$ cat src/rtl/prog_loader_pkg.sv
// Shared types and constants for the boot-time program loader.
// Latency: n/a (declarations only).
// Backpressure: n/a.
package prog_loader_pkg;

    // Loader frame-parsing states
    typedef enum logic [2:0] {
        S_IDLE  = 3'd0,
        S_LEN0  = 3'd1,
        S_LEN1  = 3'd2,
        S_DATA  = 3'd3,
        S_CHECK = 3'd4,
        S_DONE  = 3'd5,
        S_ERR   = 3'd6
    } state_t;

    // Default frame start marker
    localparam logic [7:0] SYNC_BYTE_DEF = 8'hA5;

    // Byte offsets of the fixed header fields within a frame; data bytes
    // follow the header, and the checksum byte follows the 4*N data bytes.
    localparam int OFS_SYNC   = 0;
    localparam int OFS_LEN_LO = 1;
    localparam int OFS_LEN_HI = 2;
    localparam int OFS_DATA   = 3;

    // Byte address of word number idx relative to base (32-bit wrap allowed)
    function automatic logic [31:0] word_byte_addr(input logic [31:0] base,
                                                   input logic [15:0] idx);
        return base + {14'd0, idx, 2'b00};
    endfunction

endpackage

$ cat src/rtl/prog_loader_word_assembler.sv
// Packs a little-endian byte stream into 32-bit words (LSB lane first).
// Latency: word_cmp/word_dat are combinational on the cycle the 4th byte is offered.
// Backpressure: none; every byte_vld cycle consumes a byte.
module prog_loader_word_assembler (
    input  logic        clk,
    input  logic        rst,
    input  logic        clr,
    input  logic        byte_vld,
    input  logic [7:0]  byte_dat,
    output logic        word_cmp,
    output logic [31:0] word_dat
);

    logic [1:0]  byte_idx;
    logic [23:0] lanes;

    // Track the lane position and hold the three low bytes of the word in progress
    always_ff @(posedge clk or posedge rst) begin
        if (rst) begin
            byte_idx <= 2'd0;
            lanes    <= 24'd0;
        end else if (clr) begin
            byte_idx <= 2'd0;
            lanes    <= 24'd0;
        end else if (byte_vld) begin
            case (byte_idx)
                2'd0:    lanes[7:0]   <= byte_dat;
                2'd1:    lanes[15:8]  <= byte_dat;
                2'd2:    lanes[23:16] <= byte_dat;
                default: lanes        <= lanes;
            endcase
            byte_idx <= byte_idx + 2'd1;
        end
    end

    // The top byte is never stored: the full word is formed while it is on the bus
    assign word_cmp = byte_vld && (byte_idx == 2'd3);
    assign word_dat = {byte_dat, lanes};

endmodule

$ cat src/rtl/prog_loader.sv
// Parses a sync/length/data/checksum frame from the UART and writes words to imem.
// Latency: imem write strobe one cycle after a word's 4th byte; done one cycle after CHK.
// Backpressure: none; bytes arrive as strobes and are consumed or ignored immediately.
module prog_loader
    import prog_loader_pkg::*;
#(
    parameter int          DEPTH     = 64,
    parameter logic [31:0] BASE_ADDR = 32'h0000_0000,
    parameter logic [7:0]  SYNC_BYTE = SYNC_BYTE_DEF,
    parameter int          TIMEOUT   = 1000
) (
    input  logic        clk,
    input  logic        rst,
    input  logic        rx_valid,
    input  logic [7:0]  rx_data,
    output logic        imem_we,
    output logic [31:0] imem_addr,
    output logic [31:0] imem_wdata,
    output logic        cpu_rst,
    output logic        done,
    output logic        error,
    output logic [15:0] words_loaded
);

    localparam int          TW      = $clog2(TIMEOUT + 1);
    localparam logic [TW-1:0] TMR_LAST = TW'(TIMEOUT - 1);
    localparam logic [31:0] DEPTH_W = 32'(DEPTH);

    state_t        state;
    logic [15:0]   len;
    logic [7:0]    chk;
    logic [TW-1:0] timer;

    logic          in_frame;
    logic          sync_hit;
    logic          timeout_hit;
    logic          restart;
    logic [15:0]   len_full;
    logic          wa_vld;
    logic          word_cmp;
    logic [31:0]   word_dat;

    assign in_frame    = (state == S_LEN0) || (state == S_LEN1) ||
                         (state == S_DATA) || (state == S_CHECK);
    assign sync_hit    = rx_valid && (rx_data == SYNC_BYTE);
    // A byte on the same cycle as the last idle tick still counts as on time
    assign timeout_hit = in_frame && !rx_valid && (timer == TMR_LAST);
    assign restart     = sync_hit && ((state == S_IDLE) || (state == S_ERR));
    assign len_full    = {rx_data, len[7:0]};
    assign wa_vld      = rx_valid && (state == S_DATA);

    prog_loader_word_assembler u_word_asm (
        .clk      (clk),
        .rst      (rst),
        .clr      (restart),
        .byte_vld (wa_vld),
        .byte_dat (rx_data),
        .word_cmp (word_cmp),
        .word_dat (word_dat)
    );

    // Inter-byte idle timer: runs only inside a frame, restarts on every byte
    always_ff @(posedge clk or posedge rst) begin
        if (rst) begin
            timer <= '0;
        end else if (!in_frame || rx_valid) begin
            timer <= '0;
        end else begin
            timer <= timer + TW'(1);
        end
    end

    // Frame FSM with registered outputs, checksum and write-address generation
    always_ff @(posedge clk or posedge rst) begin
        if (rst) begin
            state        <= S_IDLE;
            len          <= 16'd0;
            chk          <= 8'd0;
            imem_we      <= 1'b0;
            imem_addr    <= BASE_ADDR;
            imem_wdata   <= 32'd0;
            cpu_rst      <= 1'b1;
            done         <= 1'b0;
            error        <= 1'b0;
            words_loaded <= 16'd0;
        end else begin
            imem_we <= 1'b0;
            if (timeout_hit) begin
                state   <= S_ERR;
                error   <= 1'b1;
                cpu_rst <= 1'b1;
            end else begin
                case (state)
                    S_IDLE, S_ERR: begin
                        if (restart) begin
                            state        <= S_LEN0;
                            error        <= 1'b0;
                            words_loaded <= 16'd0;
                            chk          <= 8'd0;
                        end
                    end
                    S_LEN0: begin
                        if (rx_valid) begin
                            len[7:0] <= rx_data;
                            state    <= S_LEN1;
                        end
                    end
                    S_LEN1: begin
                        if (rx_valid) begin
                            len[15:8] <= rx_data;
                            if ({16'd0, len_full} > DEPTH_W) begin
                                state   <= S_ERR;
                                error   <= 1'b1;
                                cpu_rst <= 1'b1;
                            end else if (len_full == 16'd0) begin
                                state <= S_CHECK;
                            end else begin
                                state <= S_DATA;
                            end
                        end
                    end
                    S_DATA: begin
                        if (rx_valid) begin
                            chk <= chk + rx_data;
                            if (word_cmp) begin
                                imem_we      <= 1'b1;
                                imem_addr    <= word_byte_addr(BASE_ADDR, words_loaded);
                                imem_wdata   <= word_dat;
                                words_loaded <= words_loaded + 16'd1;
                                if ((words_loaded + 16'd1) == len) begin
                                    state <= S_CHECK;
                                end
                            end
                        end
                    end
                    S_CHECK: begin
                        if (rx_valid) begin
                            if (rx_data == chk) begin
                                state   <= S_DONE;
                                done    <= 1'b1;
                                cpu_rst <= 1'b0;
                            end else begin
                                state   <= S_ERR;
                                error   <= 1'b1;
                                cpu_rst <= 1'b1;
                            end
                        end
                    end
                    S_DONE: begin
                        state <= S_DONE;
                    end
                    default: begin
                        state   <= S_ERR;
                        error   <= 1'b1;
                        cpu_rst <= 1'b1;
                    end
                endcase
            end
        end
    end

endmodule

$ cat config.mk
export PLATFORM = sky130hd
export DESIGN_NAME = prog_loader
export DESIGN_NICKNAME = d
export VERILOG_FILES = /design/src/rtl/prog_loader_pkg.sv /design/src/rtl/prog_loader_word_assembler.sv /design/src/rtl/prog_loader.sv
export SDC_FILE = /design/constraint.sdc
export NUM_CORES = 1
export LEC_CHECK = 0
export CAP_MARGIN = 20
export CORE_ASPECT_RATIO = 1.1
export CORE_MARGIN = 2
export CORE_UTILIZATION = 50
export CTS_CLUSTER_DIAMETER = 120
export DETAILED_ROUTE_END_ITERATION = 10
export GPL_ROUTABILITY_DRIVEN = 0
export PLACE_DENSITY = 0.74
export SLEW_MARGIN = 20
export SYNTH_ARGS = -nofsm -noshare
export SYNTH_HDL_FRONTEND = slang
export SYNTH_SLANG_ARGS = --single-unit
$ cat constraint.sdc
create_clock -name clk -period 5.2 [get_ports clk]
set_input_delay 0.78 -clock clk [delete_from_list [all_inputs] [get_ports clk]]
set_output_delay 0.78 -clock clk [all_outputs]
set_load 0.01 [all_outputs]
==> run metrics <==
status=completed; clk_lat worst skew=0.42 ns; Pleak=3.67 nW; post-layout util=0.625; core box area=12700 um2; Final setup viols=0; Post-Place Worst Slack=1.42 ns; relative max-transition margin=0.435; die height=124 um; power share of the sequential group=0.406; num rows=43; top cell type by total area after synthesis=dfrtp_1; Worst Setup End Kind=flop; Hold-fix buffers, CTS=0; Num CTS Buffers=17; Cells after Synth=725; wirelength, routed=15900 um; clk_skew=0.00945 ns; Area Growth Syn to Fin=20.9%; vias post-DR=5459; initial antenna violation count=0; Max Fclk=291 MHz; cell-internal power=2.41 mW; Detail Placement HPWL=10600 um; Main synth FF type=dfrtp_1; Mean Syn Cell Area=9.06 um2; PnR Total Power=3.66 mW; top-count cell post-synth=nand2_1; min Tclk post-route=3.44 ns; Final Hold Viols=0; element type at the critical path start=input port; P_sw=1.25 mW; Vias/cell=5.68; GRT Total Usage=0.237; DRT Pass-1 Iters=5; layout cells sized above 1=0.0995; antenna fix cells=0; DRC viols=0; Yosys warnings=0; Die Span X=113 um; Min-Delay Path Class=reg -> reg; Seq/Total Area, Yosys=0.499; PostCTS Resize Cnt=0; I/O pin cnt=95; DR iter-0 viols=424; dpl cell area=7390 um2; largest cells by area after synthesis=dfrtp_1 50%, nand2_1 13%, mux2_2 3.4%; Cell variety after synth=60; clk buf depth=2; Req. time, crit path=5.55 ns; number of global-route vias before repair=5499; Setup Fix Bufs, Post-CTS=0; Clk pwr share=0.305; period utilisation layout=0.661; Clock Tree Root=clkbuf_16; EDFF count, synth=0; Post-synth ARST share=1.00; flop2flop setup slack=2.13 ns; Final Max Slew Viols=0; Switching Fraction=0.341; CTS tree=built; Yosys reg bits=131; critical path type=in -> reg; Initial Utilization=0.517; fin cells=961; Least-Margin Pin Slew=0.842 ns; Congestion Overflow GR=0; pwr dens=461 nW/um2; setup TNS=0 ns; crit path max fanout=32; Worst Setup Slack, final=1.76 ns; mapped cell area=6570 um2; pin count of the biggest net entering global routing=72; hold slack=0.462 ns; post-route cell area=7940 um2; Worst EP arrival=3.79 ns; number of clock sinks=131; Port-buffer cells=78; Clk pin slew, worst setup/hold paths=0.06 ns; H-tree depth=4; Die ar.=14100 um2; placed insts=929; Nets=818; RSZ-0062 raised after global routing=no; first-pass GRT wire length=26600 um; peak supply drop=287 uV; post-route ant nets=0; routed len/inst=16.6 um; synth cell count leaders=222 x nand2_1, 130 x dfrtp_1, 42 x o21ai_0; Synth top area share=0.495; combinational power share=0.290; Max-cap violations=0
## logic make-up (layout without fill, tap and decap cells)
logic type,after synthesis,after routing,synth area share
adder cells (fa/ha/maj),16,16,0.0316
XOR/XNOR,32,32,0.0427
buffers and inverters,68,132,0.0509
flip-flops,131,131,0.499
AND/OR/NAND/NOR,336,336,0.223
other,1,16,0.000571
multiplexers,24,24,0.0423
AO/OA/AOI/OAI,117,117,0.110
## worst max-delay path, cell delays in order
cell             delay (ns)
clkdlybuf4s50_1        0.58
inv_2                  0.19
nor3_1                 0.07
buf_4                  0.19
nand2_2                0.08
clkinv_1               0.65
buf_4                  0.53
or2_2                  0.37
o21ai_0                0.13
a22o_1                 0.20
## power by group through the flow
stage	logic [mW]	clock network, mW	registers, mW
finish	1.06	1.11	1.48
global route	1.18	1.18	1.52
CTS	1.06	1.13	1.48
detailed placement	1.05	0	1.49
global placement	1.01	0	1.48
floorplan	0.760	0	1.44
## layout make-up
class | instances | area (um2)
Fill cell | 1075 | 4760
Clock buffer | 18 | 439
Inverter | 15 | 58.8
Multi-Input combinational cell | 541 | 3020
Clock inverter | 14 | 115
Timing Repair Buffer | 85 | 833
Sequential cell | 131 | 3280
Tap cell | 157 | 196
## path summary, 6_finish.rpt
path	from	end	depth (start not counted)
worst max-delay path	rx_valid	words_loaded[12]$_DFFE_PP0P_	10
worst min-delay path	u_word_asm.lanes[20]$_DFFE_PP0P_	imem_wdata[20]$_DFFE_PP0P_	2
worst max register to register	state[0]$_DFFE_PP0P_	words_loaded[12]$_DFFE_PP0P_	9
worst min register to register	u_word_asm.lanes[20]$_DFFE_PP0P_	imem_wdata[20]$_DFFE_PP0P_	2
max in group asynchronous	rst	cpu_rst$_DFFE_PP1P_	3
min in group asynchronous	rst	imem_addr[4]$_DFFE_PP0P_	2
## cells in the final DEF (no fill, tap or decap), types with 4 or more instances in the layout
master,count
o21ai_0,42
clkdlybuf4s50_1,78
xnor2_1,21
o21bai_1,4
conb_1,16
nand2_1,221
inv_6,8
nand3_1,16
a31oi_1,4
nor4_1,7
dfrtp_1,130
mux2_2,20
nor2_1,38
inv_1,12
nor3_1,12
clkinv_4,4
xor2_1,11
and2_1,6
a21oi_1,31
buf_4,7
nand4_1,8
o22ai_1,5
clkbuf_16,17
and4_1,4
ha_1,15
## layer usage
| layer | wire (um) | global-route usage |
|---|---|---|
| met4 | 493 | 0.113 |
| met1 | 6820 | 0.301 |
| met3 | 725 | 0.0439 |
| met5 | 0 | 0 |
| met2 | 7880 | 0.392 |
## state kept, by name, indices dropped and copies added, names as in the netlist, 2 cells and up
signal and cells:
len 16, u_word_asm.byte_idx 2, imem_wdata 32, state 3, timer 10, u_word_asm.lanes 24
imem_addr 16, chk 8, words_loaded 16
(Power assumes the default switching activity.)
==> variant 1: new RTL, same settings <==
Encoding of `state_t`: now Gray code (3 bits for 7 states).
--- a/src/rtl/prog_loader_pkg.sv
+++ b/src/rtl/prog_loader_pkg.sv
@@ -5,13 +5,13 @@
 
     // Loader frame-parsing states
     typedef enum logic [2:0] {
-        S_IDLE  = 3'd0,
-        S_LEN0  = 3'd1,
-        S_LEN1  = 3'd2,
-        S_DATA  = 3'd3,
-        S_CHECK = 3'd4,
-        S_DONE  = 3'd5,
-        S_ERR   = 3'd6
+        S_IDLE  = 3'b000,
+        S_LEN0  = 3'b001,
+        S_LEN1  = 3'b011,
+        S_DATA  = 3'b010,
+        S_CHECK = 3'b110,
+        S_DONE  = 3'b111,
+        S_ERR   = 3'b101
     } state_t;
 
     // Default frame start marker
Formal check against the unedited RTL: same outputs for any inputs over 4 cycles, from zero or initial values and one cycle with rst high; so few cycles prove little.
==> variant 1 against the unedited design <==
The run now ends with DRC left; setup slack lost 0.16 ns; sequential cell count did not move; synthesized area down 0.11%; synthesized cell count fell by 2.8%; design area grew 0.69%; wire length down 4.4%; power fell by 15%; via count is 3.8% lower; highest routed layer unchanged.
==> variant 1: results (changes against the unedited design) <==
setup bufs post-CTS - 0 (unchanged)
maximum VDD drop - 0.184 mV (-36%)
Via Count - 5251 (-3.8%)
initial antenna violation count - 0 (unchanged)
input/output buffers - 78 (unchanged)
Initial DRC Count - 365 (-14%)
sequential share of the synthesized area - 50.0% (+0.057 points)
hold crit path type - reg -> reg
HP Start - u_word_asm.lanes[19]
Clk pin slew, worst setup/hold paths - 0.06 ns (about the same)
status - finished with violations
vias in the first global route - 5250 (-4.5%)
Max stage delay cell, worst path - clkdlybuf4s50_1
clk buf depth - 2 (unchanged)
main area contributors after synthesis - dfrtp_1 50%, nand2_1 11%, mux2_2 3.8%, xnor2_1 3.2%, o21ai_0 2.9%
highest routed layer - met4
commonest register cell after synthesis - dfrtp_1
worst reg2reg startpoint - state[1]
post-synth cell types - 63 (+5.0%)
worst stage delay on the critical path - 0.70 ns (+0.05 ns)
GRT Total Usage - 22.3% (-1.4 points)
routed length on met1 - 6.64 mm (-2.6%)
final wirelength - 15.2 mm (-4.4%)
share of layout cells above drive strength 1 - 9.73% (-0.22 points)
DR WL met3 - 734 µm (+1.2%)
FFs w/ async S/R, synth - 100% (unchanged)
r2r setup slk - 1.94 ns (-0.19 ns)
Largest regs - imem_wdata (32), u_word_asm.lanes (24)
first-pass GRT wire length - 24.8 mm (-7.0%)
hpwl dp - 9.96 mm (-6.3%)
drt drc - 6 (+6)
Synth top cells by count - 198 x nand2_1, 130 x dfrtp_1, 39 x nor2_1
yosys warns - 0 (unchanged)
Antenna Cells - 0 (unchanged)
Placed Area - 7380 µm² (about the same)
Via density - 5.60 (-1.5%)
largest net degree at the start of global routing - 59 (-18%)
Inserted Clock Buffers - 17 (unchanged)
Hold Slack - 0.467 ns (+0.00490 ns)
failing checks - DRC
Worst Setup SP - rx_valid
crit-path leading delay family - simple AND/OR/NAND/NOR gates
root buf cell - clkbuf_16
clk_skew - 0.0102 ns (+0.000707 ns)
Slew headroom - 43.1% (-0.42 points)
Layout Nets - 793 (-3.1%)
Worst-Skew Late Latency - 0.42 ns (about the same)
Critical Path Fanout Max - 39 (+22%)
H-tree depth - 4 (unchanged)
met2 wire length - 7.49 mm (-4.9%)
Pre-Repair DR Iteration Count - 8 (+3)
Leak - 3.75 nW (+2.1%)
post-CTS resize count - 0 (unchanged)
[variant 1: logic make-up after synthesis]
logic type | count (synthesis) | synth area share (%)
buffers and inverters | 66 | 4.88
other | 1 | 0.0572
AOI/OAI and AO/OA | 107 | 10.5
muxes | 26 | 4.46
DFF | 131 | 50.0
adders and majority gates | 15 | 2.94
xor gates and xnor gates | 37 | 4.94
and+or+nand+nor | 322 | 22.3
[variant 1: worst paths after layout]
check                      cells past startpoint        endpoint
min                                            2  imem_wdata[19]
max in group asynchronous                      3        state[0]
max reg2reg                                    7        state[1]
min in group asynchronous                      2        timer[3]
max                                            8        state[1]
min reg2reg                                    2  imem_wdata[19]
[variant 1: per-stage QoR]
step,setup WS (ns),cells
after detailed placement,1.25,906
final,1.60,938
after floorplan,0.924,720
after global routing,1.47,938
after global placement,1.32,906
after CTS,1.64,938
[variant 1: metal layers]
layer / track usage, % / up-vias
met1: 28.0 / 2561
met5: 0 / -
met2: 37.2 / 165
li1: - / 2492
met4: 10.2 / 0
met3: 4.87 / 33
[variant 1: where the power goes]
group / total (W) / switching, W / internal (W)
combinational: 0.000607 / 0.000306 / 0.000300
sequential: 0.00127 / 0.000119 / 0.00115
clock: 0.00124 / 0.000467 / 0.000772
[variant 1: final cells by class]
type,instances,area [µm²]
multi-input combinational,523,3030
fill,1016,4700
sequential,131,3280
clock inverter,14,176
tap,157,196
timing repair buffer,84,826
inverter,11,43.8
clock buffer,18,439
[variant 1: worst register-to-register path, stage by stage, from the launching register on]
cell and delay (ns):
dfrtp_1 0.63, nor4bb_4 0.37, buf_4 0.41, nand2_2 0.43
nor4_1 0.46, nand4_1 0.22, o41ai_4 0.30, mux2_4 0.33
==> variant 2: new RTL, config.mk and constraints unchanged <==
Without the edit above. Set the parameter `TIMEOUT` to 250 (it was 1000).
--- a/src/rtl/prog_loader.sv
+++ b/src/rtl/prog_loader.sv
@@ -7,7 +7,7 @@
     parameter int          DEPTH     = 64,
     parameter logic [31:0] BASE_ADDR = 32'h0000_0000,
     parameter logic [7:0]  SYNC_BYTE = SYNC_BYTE_DEF,
-    parameter int          TIMEOUT   = 1000
+    parameter int          TIMEOUT   = 250
 ) (
     input  logic        clk,
     input  logic        rst,
Behaviour: no difference found for any inputs over 4 cycles, from zero or initial values and one cycle with rst high; that may be too few to reach the edited logic, so the function may still have changed.
==> variant 2 against the unedited design <==
Power grew 10%; design area grew 0.22%; setup slack lost 0.19 ns; largest power group unchanged; sequential share of layout area shrank 0.72 points; synthesized area grew 0.36%; sequential cell count shrank 2; wire length shrank 2.4%; register-to-register slack lost 0.39 ns; critical path depth shrank 1; non-clock buffer count shrank 1.
==> variant 2: results (changes against the unedited design) <==
status - completed
worst stage delay on the critical path - 0.74 ns (+0.09 ns)
setup bufs post-CTS - 0 (unchanged)
synthesized area per cell - 9.12 µm² (+0.64%)
Slew headroom - 47.1% (+3.6 points)
Leak - 3.69 nW (+0.55%)
Filler cells - 1069 (-0.56%)
adder-cell share of the synthesized area - 3.34% (+0.18 points)
Psw - 0.00138 W (+11%)
worst reg2reg startpoint - state[1]
wire length per cell - 16.2 µm (-2.3%)
Post-Synth XOR/XNOR Area - 3.99% (-0.28 points)
clk_skew - 0.00699 ns (-0.00246 ns)
Max stage delay cell, worst path - inv_1
Worst Setup SP - rx_valid
CP Capture Point - words_loaded[14]
Placed Cells - 928 (-0.11%)
Via Count - 5414 (-0.82%)
GRT Total Usage - 22.7% (-1.0 points)
Layout Nets - 814 (-0.49%)
main area contributors after synthesis - dfrtp_1 49%, nand2_1 11%, o21ai_0 4.1%, mux2_2 3.8%, ha_1 3.0%
maximum VDD drop - 0.269 mV (-6.2%)
FFs w/ async S/R, synth - 100% (unchanged)
Worst-Skew Late Latency - 0.42 ns (about the same)
complex-gate fraction of the synthesized area - 9.64% (-1.3 points)
post-synth cell types - 65 (+8.3%)
crit path DAT - 3.92 ns (+0.13 ns)
Worst Reg-to-Reg Cells - 8 (-1)
yosys warns - 0 (unchanged)
clk buf depth - 2 (unchanged)
top-count cell post-synth - nand2_1
Initial DRC Count - 453 (+6.8%)
post-synthesis mux area share - 4.37% (+0.14 points)
r2r setup slk - 1.74 ns (-0.39 ns)
Pre-Repair DR Iteration Count - 6 (+1)
largest net degree at the start of global routing - 91 (+26%)
Critical Path Fanout Max - 30 (-6.3%)
hpwl dp - 10.3 mm (-3.1%)
share of layout cells above drive strength 1 - 10.0% (+0.062 points)
sequential share of the synthesized area - 49.0% (-0.94 points)
H-tree depth - 4 (unchanged)
crit-path leading delay family - buffers and inverters
first-pass GRT wire length - 25.8 mm (-3.3%)
post-CTS resize count - 0 (unchanged)
vias in the first global route - 5328 (-3.1%)
Synth top cells by count - 199 x nand2_1, 128 x dfrtp_1, 54 x o21ai_0
final wirelength - 15.5 mm (-2.4%)
variant 2: cell families after synthesis:
kind of cell | after synthesis
muxes | 26
adders and majority gates | 17
buffers and inverters | 72
and+or+nand+nor | 338
AOI/OAI and AO/OA | 110
DFF | 129
xor gates and xnor gates | 30
other | 1
variant 2: worst register-to-register path: stages, from the launching register on:
cell	delay [ns]
dfrtp_1	0.55
clkinv_1	0.36
nor3_2	0.24
buf_4	0.27
nand2_2	0.40
inv_1	0.74
nor2_1	0.37
o21ai_0	0.29
o31ai_1	0.11
variant 2: worst min path at each step:
stage	start	slack, ns	cells after the start	to
floorplan	u_word_asm.lanes[11]	0.43	2	imem_wdata[11]
global placement	u_word_asm.lanes[3]	0.46	2	imem_wdata[3]
detailed placement	u_word_asm.lanes[23]	0.45	2	imem_wdata[23]
CTS	u_word_asm.lanes[3]	0.47	2	imem_wdata[3]
global route	u_word_asm.lanes[3]	0.49	2	imem_wdata[3]
finish	u_word_asm.lanes[3]	0.47	2	imem_wdata[3]
variant 2: cell type report:
type | instances | area share, %
sequential | 129 | 40.6
multi-input combinational | 537 | 38.1
timing repair buffer | 84 | 10.4
clock buffer | 21 | 5.91
tap | 161 | 2.53
clock inverter | 11 | 1.60
inverter | 17 | 0.865
variant 2: per-stage QoR:
stage	worst slack (ns)	instance area [µm²]	hold WS (ns)	power (W)
global placement	1.34	7360	0.456	0.00277
finish	1.57	7960	0.469	0.00403
CTS	1.64	7960	0.471	0.00404
global route	1.29	7960	0.488	0.00426
floorplan	0.981	6650	0.435	0.00233
detailed placement	1.21	7360	0.453	0.00284
variant 2: power groups by stage:
stage          clock network (W)  registers, W  logic, W
6_report                 0.00120       0.00152   0.00132
5_1_grt                  0.00125       0.00155   0.00146
4_1_cts                  0.00120       0.00152   0.00132
3_5_place_dp                   0       0.00153   0.00131
3_3_place_gp                   0       0.00151   0.00126
2_1_floorplan                  0       0.00153  0.000805
variant 2: layer usage:
metal	vias up	global-route usage (%)	wire length, µm
met4	0	8.39	298
met1	2625	31.3	6800
met3	31	4.38	921
li1	2538	-	-
met5	-	0	0
met2	220	36.0	7520
